--- config.mk ---
export PLATFORM = sky130hd
export DESIGN_NAME = frame_ctl
export DESIGN_NICKNAME = d
export VERILOG_FILES = /design/src/rtl/frame_ctl.sv
export SDC_FILE = /design/constraint.sdc
export NUM_CORES = 1
export LEC_CHECK = 0
export ABC_AREA = 1
export BUFFER_PORTS_ARGS = -buffer_cell sky130_fd_sc_hd__clkbuf_2
export CORE_UTILIZATION = 35
export CTS_BUF_LIST = sky130_fd_sc_hd__clkbuf_2
export CTS_CLUSTER_DIAMETER = 60
export DETAILED_ROUTE_END_ITERATION = 10
export GPL_TIMING_DRIVEN = 0
export REMOVE_ABC_BUFFERS = 1
export SLEW_MARGIN = 20
export SYNTH_ARGS = -nofsm -noshare
export SYNTH_HDL_FRONTEND = slang
export SYNTH_SLANG_ARGS = --single-unit
--- constraint.sdc ---
create_clock -name clk -period 1.8 [get_ports clk]
set_clock_uncertainty 0.05 [all_clocks]
set_input_delay 0.36 -clock clk [delete_from_list [all_inputs] [get_ports clk]]
set_output_delay 0.36 -clock clk [all_outputs]
set_load 0.1 [all_outputs]
--- src/rtl/frame_ctl.sv ---
// Frame-synchronous configuration scheduler: round-robin write arbitration into a
// shadow register, committed to the active configuration at the start of vblank.
module frame_ctl #(
    parameter int                N_REQ     = 2,
    parameter int                CFG_W     = 12,
    parameter logic [CFG_W-1:0]  CFG_RESET = 12'h888
) (
    input  logic                     clk,
    input  logic                     rst,
    input  logic                     vblnk,
    input  logic [N_REQ-1:0]         req,
    input  logic [N_REQ*CFG_W-1:0]   cfg_in,
    output logic [N_REQ-1:0]         ack,
    output logic [CFG_W-1:0]         cfg_active,
    output logic                     commit,
    output logic                     pending,
    output logic [15:0]              frame_cnt
);

    localparam int IW = (N_REQ > 1) ? $clog2(N_REQ) : 1;

    typedef enum logic {CLEAN, DIRTY} state_t;

    state_t              state;
    logic                vblnk_d;
    logic [IW-1:0]       ptr;
    logic [CFG_W-1:0]    shadow;
    logic [15:0]         frame_q;
    logic [CFG_W-1:0]    cfg_arr [N_REQ];

    logic                rise;
    logic [N_REQ-1:0]    elig;
    logic                gnt_vld;
    logic [IW-1:0]       gnt_idx;
    logic [IW-1:0]       idx;

    for (genvar g = 0; g < N_REQ; g++) begin : g_unpack
        assign cfg_arr[g] = cfg_in[g*CFG_W +: CFG_W];
    end

    assign rise      = vblnk & ~vblnk_d;
    // A request still high during its ack cycle must not be accepted twice.
    assign elig      = req & ~ack;
    assign pending   = (state == DIRTY);
    assign frame_cnt = frame_q;

    // Round-robin search starting just after the last grant; grants are
    // suppressed on a rise so the committed value is never ambiguous.
    always_comb begin
        gnt_vld = 1'b0;
        gnt_idx = ptr;
        idx     = '0;
        for (int k = 1; k <= N_REQ; k++) begin
            idx = IW'((int'(ptr) + k) % N_REQ);
            if (!gnt_vld && elig[idx]) begin
                gnt_vld = 1'b1;
                gnt_idx = idx;
            end
        end
        if (rise) gnt_vld = 1'b0;
    end

    always_ff @(posedge clk or negedge rst) begin
        if (!rst) begin
            state      <= CLEAN;
            vblnk_d    <= 1'b0;
            ptr        <= IW'(N_REQ - 1);
            shadow     <= CFG_RESET;
            cfg_active <= CFG_RESET;
            frame_q    <= '0;
            ack        <= '0;
            commit     <= 1'b0;
        end else begin
            vblnk_d <= vblnk;
            ack     <= '0;
            commit  <= 1'b0;
            if (rise) begin
                frame_q <= frame_q + 16'd1;
                if (state == DIRTY) begin
                    cfg_active <= shadow;
                    commit     <= 1'b1;
                    state      <= CLEAN;
                end
            end else if (gnt_vld) begin
                shadow       <= cfg_arr[gnt_idx];
                ack[gnt_idx] <= 1'b1;
                ptr          <= gnt_idx;
                state        <= DIRTY;
            end
        end
    end

endmodule

* Word-level counts from Yosys, hierarchy flattened
Index checks and enable logic that the tools add are counted.
Word-level totals: flip-flop bits (word level) 46, word-level logic and storage cells 48
Cells by class: reduce and logical (&&, ||, !) cells 6, bitwise gates (word level) 6, multiplexer cells 20, order comparisons 5, add/subtract/negate cells 3
Operators by type and width (count):
- two-way mux 12 bit | 3
- adder 16 x 1 -> 16 bit (second input constant) | 1
- two-way mux 1 bit | 14
- < comparator 1 x 2 -> 1 bit (second input constant) | 3
- two-way mux 2 bit | 2
- AND reduction 2 bit | 2
- adder 1 bit (second input constant) | 2
- AND 2 bit | 1
- greater-or-equal comparator 2 bit (second input constant) | 1
- logical AND 1 bit | 2
- inverter 1 bit | 2
- inverter 1 -> 2 bit | 1
- inverter 2 bit | 1
- nonzero test 2 bit | 1
- AND 1 bit | 1
- demux 1 bit (select 1 bit) | 1
- greater-or-equal comparator 1 bit (second input constant) | 1
- logical NOT 1 bit | 1

* Depth between registers and ports, before layout
Gate-level depths: netlist of the first run.
word-level depth 14, depth in mapped cells 9

* Least setup slack after synthesis of the first run
OpenSTA, ideal clock, no wires.
path type register to register, start register frame_q[1], in the netlist frame_cnt[1], end register frame_q[14], in the netlist frame_cnt[14], path slack -0.242 ns, required time 1.636 ns, library setup time 0.114 ns, arrival time 1.877 ns, path buffers 0, cell stages (with the launch flop) 9, cells stage by stage dfrtp_1 -> ha_1 -> nand2_1 -> nor2_1 -> nand2_1 -> nor2_1 -> nand3_1 -> nand2_1 -> inv_1
On the way: longest elaborated chain between the ends 1
RTL lines:
- from (decl) | line 28 | logic [15:0] frame_q;
- from (signal assigned) | line 78 | frame_q <= frame_q + 16'd1;
- adder 16 x 1 -> 16 bit | line 78
No other way between the ends. A chain may end at the register's enable or synchronous reset.

* Worst setup path in the final report of the first run
start register cfg_active[7], end output cfg_active[7]
RTL lines:
- from (decl) | line 14 | output logic [CFG_W-1:0] cfg_active,
- from (signal assigned) | line 80 | cfg_active <= shadow;
No word-level cell between the ends.

==> impl_metrics.json, run 1 <==
{
  "worst_ep_required_time_ns": 1.39,
  "dpl.hpwl_um": 2990,
  "total_leakage_power_nw": 1.412,
  "grt_first_pass_wirelength_um": 7286,
  "swShare_pct": 55.58,
  "synth.cell_area_mm2": 0.002076,
  "final.fill_count": 588,
  "dpl.cell_count": 371,
  "grt.overflow.total": 0,
  "timing.hold.worst_endpoint": "shadow[3]$_DFFE_PN1P_",
  "critPathBufInv": 1,
  "synth.yosys.seq_area_share_pct": 55.88,
  "hold_slack_ns": 0.05648,
  "inserted_clock_buffers": 5,
  "crit_path_max_incr_delay_ns": 0.58,
  "share_seq_of_total_power_pct": 35.6,
  "path_clk_slew_ns": 0.23,
  "multi_input_area_um2": 784.5,
  "report.final.hold_viol_count": 0,
  "dr.pass1.iters": 4,
  "worst_setup_sp_type": "register",
  "postSynth.asyncResetShare_pct": 100.0,
  "critical_path.max_fanout": 2,
  "totalWireLength_um": 4218,
  "avgSynthCellArea_um2": 8.507,
  "status": "complete, no violations",
  "finalMaxSlewViolations": 0,
  "fin_setup_tns_ns": 0,
  "ys.warnings.count": 0,
  "cts_setup_buffers": 0,
  "worst_slew_pin_slew_ns": 0.6183,
  "timing.reg2reg.setup_slack_ns": 0.26,
  "cp_slowest_cell": "dfstp_2",
  "final_layout_size_suffix_gt1_share_pct": 26.86,
  "drt_iter0_markers": 56,
  "fin_total_pwr_mw": 4.679,
  "hold_class": "in2reg",
  "cap_viol_max_count": 0,
  "cts_num_sinks": 46,
  "synthMostInstantiatedCell": "nand2_1",
  "die_w_um": 79.01,
  "critical_path_arrival_ns": 1.31,
  "p_clk_share_pct": 11.9,
  "grt_use_total_pct": 15.08,
  "antenna_found_initial": 0,
  "timing.rr.start": "vblnk_d$_DFF_PN0_",
  "start_util_pct": 37.01,
  "destination_of_the_worst_register_to_register_timing_path": "cfg_active[6]$_DFFE_PN0P_",
  "p_comb_share_pct": 52.5,
  "power_switching_mw": 2.601,
  "worst_slew_margin_relative_to_its_limit_pct": 58.78,
  "floorplan.die.height_um": 79.01,
  "cp-end-kind": "output port",
  "cts_tree": "yes",
  "globalplace.congestion": 0.7680,
  "finish.net_count": 338,
  "power-per-cell-area_mw_per_mm2": 1841,
  "yosys-top-cells-count": "nand2_1 (108), dfrtp_1 (39), inv_1 (24)",
  "vias": 1657,
  "number_of_global_route_vias_before_repair": 1603,
  "pre_cts_ws_ns": 0.1919,
  "htreeDepth": 2,
  "fin_crit_ns": 1.717,
  "fp.dieArea_mm2": 0.006243,
  "rsz_0062_raised_after_global_routing": "false",
  "fmax_ghz": 0.5824,
  "placeableCoreArea_mm2": 0.005608,
  "finalCritPeriodShare_pct": 95.40,
  "timing.final.ws_setup_ns": 0.08285,
  "clock_tree.root_cell": "clkbuf_2",
  "ir_drop_v": 0.001145,
  "num_rows": 27,
  "yosys_register_bits": 46,
  "crit_path_cell_trace": "clkbuf_4",
  "avgViaCountPerCell": 4.349,
  "buffer_ports.inserted": 60,
  "postSynthCellCount": 244,
  "finish.cell_count_without_fillers": 381,
  "min-delay-start": "cfg_in[3]",
  "n_antenna_cell": 0,
  "critical-path-top-delay-family": "flip-flops",
  "area_delta_synth_final_pct": 22.42,
  "route.detailed.drc": 0,
  "register_area_mm2": 0.001160,
  "hold_depth": 3,
  "ys_top_cells_by_area": "dfrtp_1 (47%), nand2_1 (20%), dfstp_2 (8.9%)",
  "post_synth_num_cell_types": 20,
  "pin_count": 61,
  "routed_wire_length_per_instance_um": 11.07,
  "setup_viol": 0,
  "cts.path.max_buffers": 2,
  "timing_worst_setup_path_type": "reg2out",
  "post-synth-top-area-cell": "dfrtp_1",
  "yosys_most_used_dff": "dfrtp_1",
  "internal_mw": 2.079,
  "fraction_of_post_synthesis_cell_area_in_the_top_cell_type_by_area_pct": 47.02,
  "maximum_number_of_pins_on_one_net_before_global_route_repair": 47,
  "postRouteAntennaNets": 0,
  "worst-r2r-cell-count": 6,
  "synth_edf_count": 0,
  "clock_latency_ns": 0.41
}
-- flip-flops by register name, summed over array words and instances (netlist names) --
name        flops
frame_cnt      16
cfg_active     12
shadow         12
ack             2
commit          1
pending         1
ptr             1
vblnk_d         1
-- stage by stage --
step	instance area [um^2]	util [%]
final	2541	45.31
after global routing	2541	45.31
after CTS	2531	45.14
after detailed placement	2431	43.35
after global placement	2429	43.31
after floorplan	2038	-
-- final cells by class --
type | instances | share of cell area [%]
clock buffer | 5 | 0.9847
multi-input combinational | 168 | 30.87
sequential | 46 | 45.64
inverter | 25 | 3.693
timing repair buffer | 62 | 13.69
clock inverter | 3 | 1.576
tap | 72 | 3.545
-- tightest hold or removal path: cells and delay by family --
kind	cells	cell delay, ns
buffers and inverters	1	0.08
AND/OR/NAND/NOR	2	0.11
-- cells by family (layout without fill, tap and decap cells) --
kind of cell | after synthesis | count (layout) | synth area share [%]
simple gates | 154 | 154 | 31.71
flops | 46 | 46 | 55.88
buf+inv | 30 | 95 | 6.329
xor+xnor | 10 | 10 | 4.220
compound gates | 3 | 3 | 1.266
fa+ha+maj | 1 | 1 | 0.6027
-- layer usage --
metal  share of wire [%]  up-vias  routed length, um  GRT usage [%]
met5                   0        -                  0              0
met4                0.36        0                 15          4.545
met3                 5.9        2                248          4.368
met2                  48       47               2020          25.78
met1                  46      739               1933          18.30
li1                    -      869                  -              -
-- worst max-delay path by stage --
| stage | startpoint | end | cells after the start |
|---|---|---|---|
| finish | cfg_active[7]$_DFFE_PN1P_ | cfg_active[7] | 1 |
| global route | frame_cnt[5]$_DFFE_PN0N_ | frame_cnt[5] | 1 |
| CTS | frame_cnt[7]$_DFFE_PN0N_ | frame_cnt[7] | 1 |
| detailed placement | vblnk | cfg_active[6]$_DFFE_PN0P_ | 6 |
| global placement | vblnk | cfg_active[1]$_DFFE_PN0P_ | 6 |
| floorplan | frame_cnt[1]$_DFFE_PN0N_ | frame_cnt[14]$_DFFE_PN0N_ | 8 |
-- cells in the final DEF (no fill, tap or decap), drive strengths merged, types with 2 or more instances in the layout --
cell type and count:
nand2 110, clkbuf 58, dfrtp 39, inv 25, nor2 20, nand3 19, xor2 7, dfstp 7
buf 7, nand4 3, xnor2 3, clkinv 2, dlygate4sd3 2, a21oi 2
-- power groups by stage --
| stage | registers (mW) | clock network (mW) | logic [mW] |
|---|---|---|---|
| finish | 1.67 | 0.557 | 2.46 |
| global route | 1.71 | 0.617 | 2.62 |
| CTS | 1.67 | 0.582 | 2.47 |
| detailed placement | 1.68 | 0 | 2.44 |
| global placement | 1.68 | 0 | 2.42 |
| floorplan | 3.16 | 0 | 0.526 |
-- timing repair --
action | CTS | global route
resized for setup | 6 | 15
endpoints found under the setup margin | 6 | 11
hold endpoints to repair | 40 | 0
hold buffers | 2 | 0
Note: power is estimated with default switching activity, not from simulation.
==> inputs of run 2 (changes only) <==
--- a/config.mk
+++ b/config.mk
@@ -7,11 +7,13 @@
 export LEC_CHECK = 0
 export ABC_AREA = 1
 export BUFFER_PORTS_ARGS = -buffer_cell sky130_fd_sc_hd__clkbuf_2
-export CORE_UTILIZATION = 35
+export CORE_ASPECT_RATIO = 0.8
+export CORE_UTILIZATION = 53
 export CTS_BUF_LIST = sky130_fd_sc_hd__clkbuf_2
 export CTS_CLUSTER_DIAMETER = 60
 export DETAILED_ROUTE_END_ITERATION = 10
 export GPL_TIMING_DRIVEN = 0
+export PLACE_DENSITY = 0.82
 export REMOVE_ABC_BUFFERS = 1
 export SLEW_MARGIN = 20
 export SYNTH_ARGS = -nofsm -noshare
==> impl_metrics.json, run 2 (synthesized netlist as in run 1, its figures left out) <==
{
  "status": "complete, no violations",
  "placeableCoreArea_mm2": 0.003590,
  "cap_viol_max_count": 0,
  "floorplan.die.height_um": 57.98,
  "final_layout_size_suffix_gt1_share_pct": 26.95,
  "area_delta_synth_final_pct": 18.93,
  "avgViaCountPerCell": 4.714,
  "cts_num_sinks": 46,
  "fin_setup_tns_ns": 0,
  "hold_slack_ns": 0.04947,
  "critical-path-top-delay-family": "buffers and inverters",
  "die_w_um": 71.97,
  "fmax_ghz": 0.5850,
  "layout.cells.most_common_list": "nand2_1 (108), clkbuf_2 (54), dfrtp_1 (39)",
  "cts_tree": "yes",
  "timing_worst_setup_path_type": "reg2out",
  "grt_first_pass_wirelength_um": 6913,
  "clock_tree.root_cell": "clkbuf_2",
  "critical_path.max_fanout": 4,
  "dpl.hpwl_um": 2887,
  "clock_latency_ns": 0.39,
  "dr.pass1.iters": 4,
  "cts.path.max_buffers": 2,
  "n_antenna_cell": 0,
  "vias": 1697,
  "fp.dieArea_mm2": 0.004172,
  "routed_wire_length_per_instance_um": 10.92,
  "total_leakage_power_nw": 1.398,
  "fin_crit_ns": 1.709,
  "worst_ep_required_time_ns": 1.39,
  "number_of_global_route_vias_before_repair": 1624,
  "timing.final.ws_setup_ns": 0.09060,
  "worst-r2r-cell-count": 8,
  "most_common_cell_after_layout_fill_and_taps_aside": "nand2_1",
  "worst_setup_sp_type": "register",
  "maximum_number_of_pins_on_one_net_before_global_route_repair": 47,
  "grt_use_total_pct": 21.90,
  "start_util_pct": 57.83,
  "postRouteAntennaNets": 0,
  "worst_slew_margin_relative_to_its_limit_pct": 60.07,
  "crit_path_cell_trace": "clkbuf_2",
  "worst_slew_pin_slew_ns": 0.5989,
  "rsz_0062_raised_after_global_routing": "false",
  "setup_viol": 0,
  "hold_class": "in2reg",
  "cp.depth": 1,
  "pre_cts_ws_ns": 0.2207,
  "hold_depth": 1,
  "largest_register_ffs": 16,
  "ir_drop_v": 0.001097,
  "cp_slowest_cell": "clkbuf_2",
  "finalMaxSlewViolations": 0,
  "finalCritPeriodShare_pct": 94.97,
  "inserted_clock_buffers": 5,
  "num_rows": 19,
  "cp-end-kind": "output port",
  "totalWireLength_um": 3930,
  "report.final.hold_viol_count": 0,
  "route.detailed.drc": 0,
  "critPathBufInv": 1,
  "buffer_ports.inserted": 60,
  "pin_count": 61,
  "finish.net_count": 337,
  "htreeDepth": 2,
  "power-per-cell-area_mw_per_mm2": 1827,
  "cts_setup_buffers": 0,
  "drt_iter0_markers": 106,
  "grt.overflow.total": 0,
  "critical_path_arrival_ns": 1.30,
  "globalplace.congestion": 0.8752,
  "antenna_found_initial": 0,
  "crit_path_max_incr_delay_ns": 0.48,
  "path_clk_slew_ns": 0.20
}
-- run 2: changes by cell type in the layout (fill, tap and decap cells not counted), sizes merged --
cell and change:
bufinv -1, clkinv -2, buf +1, dlygate4sd3 -1, clkbuf +2
-- run 2: power by group --
group	switching, mW	internal (mW)	leakage (nW)	total (mW)
registers	0.218	1.43	0.552	1.65
logic	2.04	0.414	0.813	2.45
clock network	0.298	0.115	0.0332	0.413
total	2.55	1.96	1.40	4.51
-- run 2: routing by layer --
layer	vias to the layer above	global-route usage (%)	wire, um
met5	-	0	0
met4	0	7.563	58
met3	6	4.696	159
met2	37	36.79	1804
met1	782	28.57	1908
li1	872	-	-
-- run 2: stage by stage --
| step | util (%) | instance area (um^2) | power, mW | std cells |
|---|---|---|---|---|
| floorplan | - | 2038 | 3.686 | 239 |
| global placement | 66.96 | 2404 | 4.062 | 351 |
| detailed placement | 67.03 | 2406 | 4.109 | 351 |
| CTS | 68.63 | 2464 | 4.538 | 360 |
| global route | 68.77 | 2469 | 4.755 | 360 |
| finish | 68.77 | 2469 | 4.510 | 360 |
-- run 2: worst paths after layout --
path                       slack (ns)                   endpoint                     start
max                              0.09               frame_cnt[9]  frame_cnt[9]$_DFFE_PN0N_
min                              0.05          vblnk_d$_DFF_PN0_                     vblnk
max reg2reg                      0.28  frame_cnt[14]$_DFFE_PN0N_  frame_cnt[1]$_DFFE_PN0N_
min reg2reg                      0.42  cfg_active[3]$_DFFE_PN1P_     shadow[3]$_DFFE_PN1P_
max in group asynchronous        0.84  cfg_active[7]$_DFFE_PN1P_                       rst
min in group asynchronous        0.46      shadow[1]$_DFFE_PN0P_                       rst
-- run 2: final cells by class --
type                    instances  area [um^2]
multi-input cells             168        784.5
repair buffers                 61        325.3
well taps                      52        65.06
clock buffers                   8        40.04
fillers                       292         1121
inverters                      25        93.84
flip-flops and latches         46         1160
-- run 2: what timing repair did --
action,4_1_cts,5_1_grt
endpoints found under the setup margin,3,10
hold endpoints to repair,39,0
cloned,0,0
gates resized for setup,3,12
hold buffers,1,0
